<file path="src/rtl/sram16k32_arbiter_pkg.sv">
// Shared types and widths for the sram16k32 access controller.
package sram_ctrl_pkg;

  localparam int ADDR_W = 14;
  localparam int DATA_W = 32;

  typedef enum logic [1:0] {
    IDLE,
    ACCESS,
    WAIT,
    RESP
  } state_t;

  typedef logic port_id_t;

endpackage

</file>
<file path="src/rtl/sram16k32_arbiter_if.sv">
// Requester-side bus: two request ports sharing one tagged response path.
interface sram16k32_arbiter_if #(
  parameter int ADDR_W = sram_ctrl_pkg::ADDR_W,
  parameter int DATA_W = sram_ctrl_pkg::DATA_W
);

  logic [1:0]        req_valid;
  logic [1:0]        req_ready;
  logic [1:0]        req_we;
  logic [ADDR_W-1:0] req_addr0;
  logic [ADDR_W-1:0] req_addr1;
  logic [DATA_W-1:0] req_wdata0;
  logic [DATA_W-1:0] req_wdata1;
  logic [1:0]        rsp_valid;
  logic [DATA_W-1:0] rsp_rdata;

  modport master (
    output req_valid, req_we, req_addr0, req_addr1, req_wdata0, req_wdata1,
    input  req_ready, rsp_valid, rsp_rdata
  );

  modport slave (
    input  req_valid, req_we, req_addr0, req_addr1, req_wdata0, req_wdata1,
    output req_ready, rsp_valid, rsp_rdata
  );

endinterface

</file>
<file path="src/rtl/sram16k32_arbiter_rr_arbiter2.sv">
// Two-way round-robin grant; the caller owns last_grant.
module rr_arbiter2 import sram_ctrl_pkg::*; (
  input  logic [1:0] req,
  input  port_id_t   last_grant,
  input  logic       enable,
  output logic [1:0] grant
);

  always_comb begin
    grant = '0;
    if (enable) begin
      case (req)
        2'b01:   grant = 2'b01;
        2'b10:   grant = 2'b10;
        2'b11:   grant = last_grant ? 2'b01 : 2'b10;
        default: grant = '0;
      endcase
    end
  end

endmodule

</file>
<file path="src/rtl/sram16k32_arbiter.sv">
// Round-robin controller sequencing single accesses to one sram16k32 macro.
module sram16k32_arbiter #(
  parameter int ADDR_W = sram_ctrl_pkg::ADDR_W,
  parameter int DATA_W = sram_ctrl_pkg::DATA_W,
  parameter int RD_LAT = 1
) (
  input  logic                clk,
  input  logic                rst,
  sram16k32_arbiter_if.slave  bus,
  output logic                busy,
  output logic                sram_we,
  output logic [ADDR_W-1:0]   sram_addr,
  output logic [DATA_W-1:0]   sram_wdata,
  input  logic [DATA_W-1:0]   sram_rdata
);
  import sram_ctrl_pkg::*;

  state_t            state, state_nx;
  port_id_t          op_id, last_grant, hs_id;
  logic              op_we, hs;
  logic [ADDR_W-1:0] op_addr;
  logic [DATA_W-1:0] op_wdata, rsp_rdata_q;
  logic [1:0]        cnt, grant, rsp_valid_c;

  rr_arbiter2 u_arb (
    .req        (bus.req_valid),
    .last_grant (last_grant),
    .enable     (state == IDLE && !rst),
    .grant      (grant)
  );

  assign bus.req_ready = grant;
  assign hs            = |(bus.req_valid & grant);
  assign hs_id         = grant[1];

  always_comb begin
    state_nx = state;
    case (state)
      IDLE:    if (hs) state_nx = ACCESS;
      ACCESS:  state_nx = op_we ? IDLE : WAIT;
      WAIT:    if (cnt == '0) state_nx = RESP;
      RESP:    state_nx = IDLE;
      default: state_nx = IDLE;
    endcase
  end

  always_ff @(posedge clk) begin
    if (rst) begin
      state       <= IDLE;
      last_grant  <= 1'b1;
      op_id       <= 1'b0;
      op_we       <= 1'b0;
      op_addr     <= '0;
      op_wdata    <= '0;
      cnt         <= '0;
      rsp_rdata_q <= '0;
    end else begin
      state <= state_nx;
      if (hs) begin
        op_id      <= hs_id;
        op_we      <= bus.req_we[hs_id];
        op_addr    <= hs_id ? bus.req_addr1  : bus.req_addr0;
        op_wdata   <= hs_id ? bus.req_wdata1 : bus.req_wdata0;
        last_grant <= hs_id;
      end
      if (state == ACCESS)
        cnt <= 2'(RD_LAT - 1);
      else if (state == WAIT && cnt != '0)
        cnt <= cnt - 2'd1;
      if (state == WAIT && cnt == '0)
        rsp_rdata_q <= sram_rdata;
    end
  end

  // Address stays on op_addr through WAIT: the macro's output mux follows the live upper bits.
  // we is gated by rst combinationally so a reset cycle landing on ACCESS never writes.
  always_comb begin
    rsp_valid_c = '0;
    if (state == RESP) rsp_valid_c[op_id] = 1'b1;
    busy       = (state != IDLE);
    sram_we    = (state == ACCESS) && op_we && !rst;
    sram_addr  = op_addr;
    sram_wdata = op_wdata;
  end

  assign bus.rsp_valid = rsp_valid_c;
  assign bus.rsp_rdata = rsp_rdata_q;

endmodule
</file>
<file path="src/flat_wrapper.sv">
// flat-port wrapper written by rule: the top's interface ports become plain ports
module sram16k32_arbiter_flat import sram_ctrl_pkg::*;
#(
  parameter int ADDR_W = sram_ctrl_pkg::ADDR_W,
  parameter int DATA_W = sram_ctrl_pkg::DATA_W,
  parameter int RD_LAT = 1
)
  (clk, rst, busy, sram_we, sram_addr, sram_wdata, sram_rdata, bus_req_valid, bus_req_we, bus_req_addr0, bus_req_addr1, bus_req_wdata0, bus_req_wdata1, bus_req_ready, bus_rsp_valid, bus_rsp_rdata);
  sram16k32_arbiter_if #(.ADDR_W(ADDR_W), .DATA_W(DATA_W)) bus_i ();
  input  logic clk;
  input  logic rst;
  output logic busy;
  output logic sram_we;
  output logic [ADDR_W-1:0] sram_addr;
  output logic [DATA_W-1:0] sram_wdata;
  input  logic [DATA_W-1:0] sram_rdata;
  input wire logic [$bits(bus_i.req_valid)-1:0] bus_req_valid;
  input wire logic [$bits(bus_i.req_we)-1:0] bus_req_we;
  input wire logic [$bits(bus_i.req_addr0)-1:0] bus_req_addr0;
  input wire logic [$bits(bus_i.req_addr1)-1:0] bus_req_addr1;
  input wire logic [$bits(bus_i.req_wdata0)-1:0] bus_req_wdata0;
  input wire logic [$bits(bus_i.req_wdata1)-1:0] bus_req_wdata1;
  output wire logic [$bits(bus_i.req_ready)-1:0] bus_req_ready;
  output wire logic [$bits(bus_i.rsp_valid)-1:0] bus_rsp_valid;
  output wire logic [$bits(bus_i.rsp_rdata)-1:0] bus_rsp_rdata;
  assign bus_i.req_valid = bus_req_valid;
  assign bus_i.req_we = bus_req_we;
  assign bus_i.req_addr0 = bus_req_addr0;
  assign bus_i.req_addr1 = bus_req_addr1;
  assign bus_i.req_wdata0 = bus_req_wdata0;
  assign bus_i.req_wdata1 = bus_req_wdata1;
  assign bus_req_ready = bus_i.req_ready;
  assign bus_rsp_valid = bus_i.rsp_valid;
  assign bus_rsp_rdata = bus_i.rsp_rdata;
  sram16k32_arbiter #(.ADDR_W(ADDR_W), .DATA_W(DATA_W), .RD_LAT(RD_LAT)) u_core (.clk(clk), .rst(rst), .bus(bus_i), .busy(busy), .sram_we(sram_we), .sram_addr(sram_addr), .sram_wdata(sram_wdata), .sram_rdata(sram_rdata));
endmodule
</file>
<file path="config.mk">
export PLATFORM = sky130hd
export DESIGN_NAME = sram16k32_arbiter_flat
export DESIGN_NICKNAME = d
export VERILOG_FILES = /design/src/rtl/sram16k32_arbiter_pkg.sv /design/src/rtl/sram16k32_arbiter_if.sv /design/src/rtl/sram16k32_arbiter_rr_arbiter2.sv /design/src/rtl/sram16k32_arbiter.sv /design/src/flat_wrapper.sv
export SDC_FILE = /design/constraint.sdc
export NUM_CORES = 1
export LEC_CHECK = 0
export CAP_MARGIN = 20
export CORE_MARGIN = 10
export CORE_UTILIZATION = 37
export CTS_CLUSTER_DIAMETER = 40
export DETAILED_ROUTE_END_ITERATION = 16
export PLACE_DENSITY = 0.79
export SLEW_MARGIN = 20
export SYNTH_ARGS = -nofsm -noshare
export SYNTH_HDL_FRONTEND = slang
export SYNTH_HIERARCHICAL = 1
export SYNTH_SLANG_ARGS = --single-unit
</file>
<file path="constraint.sdc">
create_clock -name clk -period 2.3 [get_ports clk]
set_input_delay 0.46 -clock clk [delete_from_list [all_inputs] [get_ports clk]]
set_output_delay 0.46 -clock clk [all_outputs]
set_load 0.1 [all_outputs]
</file>
======== After elaboration in Yosys (flattened, before gate mapping) ========
Cells that the tools add are included.
cells by class
  add/sub/neg operators ................... 1
  order comparisons ....................... 3
  equal/unequal tests ..................... 8
  multiplexer cells ....................... 14
  bitwise logic cells ..................... 1
  reductions and logical operators ........ 14
operators with widths
  kind                 number
  $mux 32              1
  $mux 14              1
  $mux 2               6
  $eq 2x2->1 const B   4
  $pmux 2 s4           1
  $logic_and 1x1->1    6
  $pmux 2 s3           1
  $eq 2x1->1 const B   2
  $logic_not 2->1      2
  $lt 1x2->1 const B   2
  $reduce_bool 2->1    2
  $reduce_or 2->1      2
  $mux 1               3
  $and 2x2->2          1
  $ne 2x1->1 const B   1
  $ne 2x2->1 const B   1
  $reduce_and 2->1     1
  $sub 2x1->2 const B  1
  $demux 1 s1          1
  $ge 1x1->1 const B   1
  $logic_not 1->1      1
storage, ports and cells
  flip-flop bits (word level) ............. 85
  bits of input ports ..................... 130

======== Logic depth before layout (Yosys ltp) ========
Gate-level depths: netlist of the first run.
  depth in word-level cells ............... 7
  gate-level depth with buffers ........... 11
  gate-level depth less buffers ........... 6

======== Cells and area by module ========
The synthesis of the first run kept the hierarchy.
by module, submodules not included
  module             times used  cells each  area each (um^2)  sequential area each (um^2)
  sram16k32_arbiter  1           391         3,699.8           1,701.6
  rr_arbiter2        1           5           21.3              0.0

======== Worst setup path after synthesis of the first run ========
No wires, ideal clock.
  path kind ............................... input -> output
  start point ............................. in rst
  end point ............................... out sram_we
  data arrival time ....................... 3.854 ns
  data required time ...................... 1.840 ns
  slack ................................... -2.014 ns
  stages on the path ...................... 3
  path buffers ............................ 2
  path through ............................ clkbuf_1 buf_2 nor4b_1
between the ends
  word-level cells in the longest chain between the ends .. 2
ends and longest elaborated chain
  element             RTL line                 text
  start: declaration  flat_wrapper.sv:11       input logic rst;
  $logic_not 1->1     sram16k32_arbiter.sv:81  sram_we = (state == ACCESS) && op_we && !rst;
  $logic_and 1x1->1   sram16k32_arbiter.sv:81
  end: declaration    flat_wrapper.sv:13       output logic sram_we;
Every way passes these cells.

======== Final worst setup path of the first run ========
  start point ............................. in bus_req_valid[0]
  end point ............................... out bus_req_ready[0]
between the ends
  word-level cells in the longest chain between the ends .. 3
  elaborated cells on any way between the ends .. 5
  classes of those cells .................. 3 x eq/ne; 2 x mux
ends and longest elaborated chain
  element                                   RTL line                             text
  start: declaration                        flat_wrapper.sv:17                   input wire logic [$bits(bus_i.req_valid)-1:0] bus_req_valid;
  $eq 2x2->1 or $eq 2x1->1 (tied branches)  sram16k32_arbiter_rr_arbiter2.sv:12  case (req)
  $pmux 2 s3 (*)                            sram16k32_arbiter_rr_arbiter2.sv:12
  $mux 2 (*)                                sram16k32_arbiter_rr_arbiter2.sv:11  if (enable) begin
  end: declaration                          flat_wrapper.sv:23                   output wire logic [$bits(bus_i.req_ready)-1:0] bus_req_ready;
Mark *: on every way between the ends. The rest lies on a longest branch, timed or not.

==> results of run 1 <==
worst max path at each step:
stage / slack, ns / cells after the start / endpoint
2_1_floorplan: -0.20 / 11 / u_core/sram_addr[0]$_SDFFE_PP0P_
3_3_place_gp: 0.20 / 7 / u_core/sram_wdata[10]$_SDFFE_PP0P_
3_5_place_dp: 0.15 / 7 / u_core/sram_wdata[14]$_SDFFE_PP0P_
4_1_cts: 0.20 / 5 / bus_req_ready[0]
5_1_grt: 0.14 / 5 / bus_req_ready[0]
6_report: 0.20 / 5 / bus_req_ready[0]
stage by stage:
stage	hold slack, ns	power, W	TNS [ns]	setup WS (ns)	area (um^2)
after global routing	0.4950	0.004845	0	0.1388	6213
after floorplan	0.4549	0.002855	-9.150	-0.2049	3817
final	0.4617	0.004658	0	0.1994	6213
after global placement	0.4431	0.003352	0	0.1991	5964
after detailed placement	0.4499	0.003377	0	0.1475	5964
after CTS	0.4638	0.004709	0	0.2025	6213
report_power, final:
part / switching [W] / internal [W] / total [W]
Combinational: 0.00115 / 0.000542 / 0.00169
Sequential: 0.0000570 / 0.00158 / 0.00164
Clock: 0.000509 / 0.000818 / 0.00133
registers in the layout, summed over array words and instances, names as in the netlist, named ones only:
name,flops
u_core/op_id,1
u_core/cnt,2
u_core/last_grant,1
u_core/sram_addr,14
u_core/bus.rsp_rdata,32
u_core/sram_wdata,32
u_core/state,1
u_core/op_we,1
routing by layer:
layer  up-vias  GRT usage  wire (um)
li1       1789          -          -
met1      1623     0.1833       5140
met2       127     0.3026       6364
met3         6    0.06980       1132
met4         0    0.03394         95
met5         -          0          0
cells by family (layout without fill, tap and decap cells):
kind of cell | after synthesis | after routing
AOI/OAI and AO/OA | 92 | 92
muxes | 48 | 48
adders and majority gates | 1 | 1
and+or+nand+nor | 129 | 129
buffers and inverters | 41 | 256
DFF | 85 | 85
cell usage in the layout, fill, tap and decap left out, drive strengths merged, types with 2 or more instances in the layout:
cell type,n
nand2,70
mux2i,48
nor3,2
nor4b,3
clkbuf,9
nor2,50
dfxtp,85
o211ai,2
a211oi,47
clkdlybuf4s50,128
inv,5
a21oi,41
bufinv,4
buf,109
critical path, stage by stage:
cell and delay [ns]:
clkdlybuf4s50_1 0.59, nand2_1 0.13, a21oi_4 0.15, buf_4 0.15
buf_12 0.16
cell type report:
cell class	count	area [um^2]	area share
Tap cell	133	166.4	0.02678
Multi-Input combinational cell	270	1853	0.2982
Clock buffer	9	123.9	0.01994
Sequential cell	85	1702	0.2739
Timing Repair Buffer	237	2225	0.3580
Inverter	5	18.77	0.003021
Clock inverter	5	125.1	0.02014
==> qor.csv, run 1 <==
metric;value;unit
crit path kind;in2out;
Clock Sinks;85;
CTS tree;yes;
Syn-to-layout area delta;66.98;%
Unique masters post-synth;23;
Post-CTS Setup Bufs;0;
FF-to-FF setup slack;0.55;ns
H-tree depth;3;
post-synthesis compound-gate area fraction;0.2122;
Layout Utilization;0.6357;
Post-synth EDFFs;0;
Top FF cell, synth;dfxtp_1;
die area;14470;um^2
CP Max Fanout;4;
CTS root buf;clkbuf_8;
Initial Utilization;0.3807;
Crit path required time;1.84;ns
RSZ-0062 raised after global routing;false;
Port Buffer Count;213;
cells resized by post-CTS repair;0;
Slew Limit Fails;0;
min-delay src;u_core/bus.rsp_rdata[11]$_SDFFE_PP0P_;
status;completed;
post-synth top area share;0.4573;
Hold Path Class;reg2reg;
routed vias/inst;4.765;
GP Congestion;0.8299;
Post-CTS Hold Fix Bufs;0;
Critical Path AT;1.64;ns
vias;3545;
first-pass GRT wire length;19.78;mm
placed cell count;730;
Final Hold Viols;0;
final net count;739;
hold endpoint;u_core/bus.rsp_rdata[11]$_SDFFE_PP0P_;
Max-slew headroom;0.5632;
Max Fclk;476.0;MHz
register area share after synthesis;0.4573;
clk slew on worst S/H paths;0.08;ns
WL final;12.73;mm
clock buffer count from CTS;9;
worst hold stages;2;
Syn Nets;527;
R2R cell count;7;
Clock Latency Late Sink;0.34;ns
vias in the first global route;3762;
clock buffer depth;2;
number of core rows;36;
# fillers;814;
Area contributors post-synth;dfxtp_1 (46%), a211oi_2 (13%), mux2i_1 (13%);
die height;120.3;um
largest family of logic cells by synthesized area;compound AO/OA/AOI/OAI gates;
HPWL after detailed placement;10.43;mm
Commonest cells post-synth;dfxtp_1 (85), nand2_1 (70), nor2_1 (50);
cell accounting for the most synthesized area;dfxtp_1;
IO Pins;214;
Gate Count Post-Synth;396;
Synth Area in XOR/XNOR;0;
crit path time final;2.101;ns
MaxCap Viol Count;0;
largest net degree at the start of global routing;50;
initial antenna violation count;0;
share of cells above drive strength 1;0.2766;
final cell count without fillers;744;
worst vdd ir;0.4054;mV
Lkg Pwr;2.349;nW
ys async rst share;0;
Horiz. Die Dim;120.3;um
Crit Reg-Reg Endpoint;u_core/sram_wdata[22]$_SDFFE_PP0P_;
YS warnings;6;
clk_skew;0.01060;ns
Power Dens Cells;749.6;nW/um^2
Core ar.;9774;um^2
drt drc;0;
Startpoint Class;input pin;
number of antenna diodes;0;
Final setup violation count;0;
Iteration-0 DRC Markers;150;
Post-Synth Simple-Gate Area;0.1389;
Synth Area in Adders;0.003362;
fin crit share;0.9133;
Worst-Margin Slew;0.6551;ns
#FFs+latches synth;85;
Crit. End Element;output pin;
multiplexer share of the synthesized area;0.1291;
Netlist Area Pre-Place;3721;um^2
GRT overflow;0;
All-Layer GR Usage;0.1689;
drt pass-1 iters;4;
syn avg cell area;9.397;um^2
count leader, synth;dfxtp_1;
drt wl/cell;17.11;um
crit path launch;bus_req_valid[0];
Antenna Nets Post-Route;0;
No activity file was read; power rests on OpenSTA's default activity.
==> run 2, diff against run 1 <==
==> constraint.sdc (replaced) <==
create_clock -name clk -period 2.3 [get_ports clk]
set_input_delay 0.23 -clock clk [delete_from_list [all_inputs] [get_ports clk]]
set_output_delay 0.23 -clock clk [all_outputs]
set_load 0.1 [all_outputs]
==> run 2 against run 1 <==
Power decreased by 0.72%. Cell count is 1.9% lower. Setup slack better by 0.043 ns. Clock power barely moved. Critical path depth unchanged. Sequential share of layout area grew 0.72 points.
==> qor.csv, run 2 (synthesized netlist as in run 1, its figures left out) <==
metric;value;unit
number of antenna diodes;0;
fin crit share;0.8946;
WL final;12.12;mm
die area;14470;um^2
Clock Latency Late Sink;0.35;ns
Port Buffer Count;213;
clk_skew;0.007337;ns
Sw Pwr;0.001709;W
routed vias/inst;4.766;
FF-to-FF setup slack;0.48;ns
most common cell after layout, fill and taps aside;clkdlybuf4s50_1;
# fillers;852;
top cell family by delay on the critical path;buffers and inverters;
Lkg Pwr;2.257;nW
initial antenna violation count;0;
share of cells above drive strength 1;0.2580;
area post-placement;5791;um^2
die height;120.3;um
Power Dens Cells;763.7;nW/um^2
CTS tree;yes;
Final Hold Viols;0;
Logic pwr share;0.355;
GP Congestion;0.8062;
power share of the sequential group;0.354;
final cell count without fillers;730;
Syn-to-layout area delta;62.71;%
worst vdd ir;0.3781;mV
Max Fclk;486.0;MHz
vias in the first global route;3695;
clock buffer depth;2;
Switching Share;0.3696;
Hold Path Class;in2reg;
All-Layer GR Usage;0.1632;
most used cell, CP;buf_12;
HPWL after detailed placement;9.424;mm
CTS root buf;clkbuf_8;
min-delay src;sram_rdata[20];
Crit Reg-Reg Endpoint;u_core/op_we$_SDFFE_PP0P_;
number of core rows;36;
RSZ-0062 raised after global routing;false;
Final setup violation count;0;
largest net degree at the start of global routing;86;
MaxCap Viol Count;0;
final net count;724;
Crit path required time;2.07;ns
CP max stage delay;0.33;ns
GRT overflow;0;
crit path kind;reg2out;
CP Max Fanout;48;
Post-CTS Hold Fix Bufs;0;
first-pass GRT wire length;19.16;mm
Horiz. Die Dim;120.3;um
cell chain of the critical path;nor3_2 > nand2_1 > a21oi_4 > buf_12 > buf_12;
status;completed;
area occupied by multi-input gates;1842;um^2
hold slack;0.4223;ns
Worst-Margin Slew;0.8155;ns
R2R cell count;6;
drt wl/cell;16.60;um
crit path time final;2.058;ns
Startpoint Class;flop;
Initial Utilization;0.3807;
Sequential cell area;1702;um^2
hold endpoint;u_core/bus.rsp_rdata[20]$_SDFFE_PP0P_;
worst hold stages;3;
cell count along the critical path;5;
drt drc;0;
drt pass-1 iters;4;
Slew Limit Fails;0;
clk slew on worst S/H paths;0.09;ns
Cell Int Power;0.002915;W
Post-CTS Setup Bufs;0;
slowest CP cell;dfxtp_1;
WP buf/inv;2;
Clk pwr share;0.291;
clock buffer count from CTS;9;
Finished Cell Area;6055;um^2
Core ar.;9774;um^2
Clock Sinks;85;
IO Pins;214;
cells resized by post-CTS repair;0;
vias;3479;
Iteration-0 DRC Markers;154;
placed cell count;715;
H-tree depth;3;
most frequent cells in the layout;clkdlybuf4s50_1 (128), buf_4 (87), dfxtp_1 (85);
Antenna Nets Post-Route;0;
Crit. End Element;output pin;
Critical Path AT;1.83;ns
Max-slew headroom;0.4563;
==> run 2: per-layer routing <==
layer | track usage | part of all wire | vias to the layer above
met5 | 0 | 0 | -
met4 | 0.06109 | 0.013 | 0
met3 | 0.06887 | 0.098 | 10
met2 | 0.2772 | 0.49 | 129
met1 | 0.1782 | 0.40 | 1581
li1 | - | - | 1759
==> run 2: area by class of cell <==
class                      count  area share
sequential                    85      0.2810
inverter                       5    0.003100
timing repair buffer         222      0.3412
tap                          133     0.02749
clock buffer                   9     0.02046
multi-input combinational    270      0.3042
clock inverter                 6     0.02253
==> run 2: worst min-delay path, cell delays in order <==
cell and delay (ns):
clkdlybuf4s50_1 0.39, nand2_1 0.05, a21oi_1 0.05
==> run 2: metrics by stage <==
stage               setup slack (ns)    util  power, W  TNS (ns)
global placement              0.2499  0.5924  0.003299         0
detailed placement            0.1703  0.5924  0.003325         0
global route                  0.1338  0.6194  0.004830         0
finish                        0.2424  0.6194  0.004624         0
CTS                           0.2178  0.6190  0.004688         0
floorplan                    -0.2549       -  0.002854   -0.6462
==> run 2: worst max-delay path by stage <==
stage	end	start	slack, ns
after floorplan	sram_we	u_core/state[0]$_SDFFE_PP0P_	-0.25
after global placement	u_core/op_we$_SDFFE_PP0P_	bus_req_valid[1]	0.25
after detailed placement	u_core/op_we$_SDFFE_PP0P_	bus_req_valid[1]	0.17
after CTS	bus_req_ready[1]	flop	0.22
after global routing	bus_req_ready[1]	flop	0.13
final	bus_req_ready[1]	flop	0.24
==> run 2: power groups by stage <==
stage / logic (W) / clock network, W / registers [W]
2_1_floorplan: 0.000466 / 0 / 0.00239
3_3_place_gp: 0.00163 / 0 / 0.00166
3_5_place_dp: 0.00165 / 0 / 0.00167
4_1_cts: 0.00166 / 0.00140 / 0.00164
5_1_grt: 0.00172 / 0.00146 / 0.00165
6_report: 0.00164 / 0.00135 / 0.00164
==> run 3, diff against run 2 <==
--- a/config.mk
+++ b/config.mk
@@ -7,12 +7,12 @@
 export LEC_CHECK = 0
 export CAP_MARGIN = 20
 export CORE_MARGIN = 10
-export CORE_UTILIZATION = 37
+export CORE_UTILIZATION = 35
 export CTS_CLUSTER_DIAMETER = 40
 export DETAILED_ROUTE_END_ITERATION = 16
-export PLACE_DENSITY = 0.79
+export GPL_TIMING_DRIVEN = 1
+export PLACE_DENSITY = 0.78
 export SLEW_MARGIN = 20
 export SYNTH_ARGS = -nofsm -noshare
 export SYNTH_HDL_FRONTEND = slang
-export SYNTH_HIERARCHICAL = 1
 export SYNTH_SLANG_ARGS = --single-unit
==> constraint.sdc (replaced) <==
create_clock -name clk -period 1.8 [get_ports clk]
set_input_delay 0.18 -clock clk [delete_from_list [all_inputs] [get_ports clk]]
set_output_delay 0.18 -clock clk [all_outputs]
set_load 0.1 [all_outputs]
==> run 3 against run 2 <==
Critical path depth decreased by 1. Wire length increased by 13%. Global-route usage increased by 0.37 points. Die area increased by 7.4%. Cell count increased by 8.2%. Register-to-register slack got worse by 0.33 ns. Clock-buffer cell count unchanged. Largest cell class unchanged.
==> qor.csv, run 3 <==
metric;value;unit
first-pass GRT wire length;21.62;mm
Startpoint Class;flop;
GRT overflow;0;
Power Dens Cells;987.2;nW/um^2
Iteration-0 DRC Markers;155;
Layout Utilization;0.5751;
min-delay src;rst;
Max-slew headroom;0.6317;
Core ar.;10790;um^2
cell accounting for the most synthesized area;dfxtp_1;
# fillers;943;
most common cell after layout, fill and taps aside;clkdlybuf4s50_1;
slowest CP cell;dfxtp_2;
Final Hold Viols;0;
Crit. End Element;output pin;
register area share after synthesis;0.4439;
ys async rst share;0;
FF-to-FF setup slack;0.15;ns
CP Max Fanout;10;
crit path time final;1.687;ns
Crit Reg-Reg Endpoint;u_core.bus.rsp_rdata[15]$_SDFFE_PP0P_;
Post-synth EDFFs;0;
Antenna Nets Post-Route;0;
placed cell count;774;
HPWL after detailed placement;10.20;mm
drt drc;0;
H-tree depth;3;
vias in the first global route;4155;
crit path kind;reg2out;
Unique masters post-synth;31;
largest net degree at the start of global routing;49;
Top FF cell, synth;dfxtp_1;
pre-CTS setup slack;0.05398;ns
Syn Nets;587;
Clock Latency Late Sink;0.35;ns
hold endpoint;u_core.state[0]$_SDFFE_PP0P_;
All-Layer GR Usage;0.1670;
Final setup violation count;0;
Post-CTS Hold Fix Bufs;0;
Initial Utilization;0.3552;
number of core rows;38;
clk slew on worst S/H paths;0.08;ns
die height;124.7;um
most frequent cells in the layout;clkdlybuf4s50_1 (128), buf_4 (87), dfxtp_1 (84);
worst hold stages;2;
drt wl/cell;17.31;um
#FFs+latches synth;85;
Gate Count Post-Synth;456;
final cell count without fillers;790;
fin crit share;0.9375;
clock buffer count from CTS;9;
die area;15540;um^2
Sequential cell area;1703;um^2
Area contributors post-synth;dfxtp_1 (44%), a21oi_1 (11%), o211ai_1 (9.2%);
MaxCap Viol Count;0;
GP Congestion;0.8051;
initial antenna violation count;1;
Crit path required time;1.62;ns
Tot Pwr;0.006128;W
Worst-Margin Slew;0.5524;ns
CTS root buf;clkbuf_8;
YS warnings;0;
vias;4036;
syn avg cell area;8.407;um^2
CTS tree;yes;
count leader, synth;dfxtp_1;
Lkg Pwr;2.339;nW
WL final;13.68;mm
IO Pins;214;
Syn-to-layout area delta;61.91;%
Horiz. Die Dim;124.7;um
clock buffer depth;2;
CP max stage delay;0.38;ns
drt pass-1 iters;4;
share of cells above drive strength 1;0.2096;
post-synth top area share;0.4439;
clk_skew;0.005635;ns
r2r startpoint;u_core.cnt[0]$_SDFFE_PP0P_;
RSZ-0062 raised after global routing;false;
area occupied by multi-input gates;1757;um^2
Max Fclk;592.6;MHz
cell chain of the critical path;nor3_4 > nand2_2 > nor2_4 > buf_12;
final net count;776;
Commonest cells post-synth;dfxtp_1 (85), a21oi_1 (81), nand2_1 (68);
setup TNS;0;ns
Clock Sinks;85;
Port Buffer Count;213;
Critical Path AT;1.51;ns
Netlist Area Pre-Place;3834;um^2
final worst slack;0.1125;ns
R2R cell count;5;
Hold Path Class;in2reg;
routed vias/inst;5.109;
status;completed;
worst vdd ir;0.3909;mV
Slew Limit Fails;0;
-- run 3: changes by cell type in the layout (fill, tap and decap cells not counted), moves of 6 or more --
| cell | previous run | this run |
|---|---|---|
| inv_1 | 5 | 49 |
| a211oi_2 | 40 | 0 |
| buf_12 | 6 | 12 |
| a21oi_1 | 39 | 81 |
| a211oi_1 | 7 | 0 |
| o211ai_1 | 2 | 47 |
| o32ai_2 | 0 | 8 |
| o32ai_1 | 0 | 37 |
| nor2_1 | 50 | 3 |
| mux2i_1 | 48 | 2 |
-- run 3: worst max path at each step --
stage                                            start                            endpoint  slack, ns
after global placement                bus_req_valid[0]  u_core.sram_wdata[15]$_SDFFE_PP0P_       0.04
after detailed placement              bus_req_valid[0]  u_core.sram_wdata[15]$_SDFFE_PP0P_       0.05
final                     u_core.state[0]$_SDFFE_PP0P_                    bus_req_ready[0]       0.11
after global routing      u_core.state[0]$_SDFFE_PP0P_                    bus_req_ready[0]       0.05
after floorplan                                    rst                             sram_we       -0.1
after CTS                 u_core.state[0]$_SDFFE_PP0P_                    bus_req_ready[0]       0.01
-- run 3: cell families (layout without fill, tap and decap cells) --
kind of cell             Yosys count  after routing  share of synthesized area
buffers and inverters             98            291                     0.1146
adder cells (fa/ha/maj)            1              1                   0.003263
other                              0              1                          0
flip-flops                        85             85                     0.4439
multiplexers                       2              2                   0.005222
AND/OR/NAND/NOR                   88             88                    0.09987
AO/OA/AOI/OAI                    182            182                     0.3332
-- run 3: repair_timing --
item,4_1_cts,5_1_grt
resized for setup,3,1
endpoints found under the setup margin,2,2
buffers inserted,0,0
-- run 3: worst max-delay path, delay by kind of cell (launching register included) --
| family | cells | cell delay (ns) |
|---|---|---|
| DFF | 1 | 0.38 |
| buffers and inverters | 1 | 0.18 |
| and+or+nand+nor | 3 | 0.59 |
-- run 3: area by class of cell --
class | instances | area share
clock inverters | 6 | 0.01411
multi-input cells | 273 | 0.2830
clock buffers | 9 | 0.01996
inverters | 49 | 0.02963
repair buffers | 227 | 0.3503
well taps | 140 | 0.02822
diodes | 1 | 0.0004031
flip-flops and latches | 85 | 0.2743
-- run 3: metrics by stage --
stage | hold WS, ns | area [um^2]
2_1_floorplan | 0.3160 | 3870
3_3_place_gp | 0.4424 | 5981
3_5_place_dp | 0.4482 | 5981
4_1_cts | 0.08386 | 6203
5_1_grt | 0.1084 | 6207
6_report | 0.1036 | 6207
-- run 3: power by group --
group | switching (W) | total (W) | internal (W) | leakage [nW]
Clock | 0.000689 | 0.00147 | 0.000777 | 0.109
Sequential | 0.0000999 | 0.00215 | 0.00205 | 0.697
Combinational | 0.00177 | 0.00251 | 0.000741 | 1.53
-- run 3: layer usage --
| layer | track usage | vias to the layer above | wire [um] |
|---|---|---|---|
| li1 | - | 2003 | - |
| met4 | 0.07128 | 0 | 261 |
| met2 | 0.2776 | 166 | 6538 |
| met5 | 0 | - | 0 |
| met1 | 0.1858 | 1848 | 5646 |
| met3 | 0.06468 | 19 | 1231 |
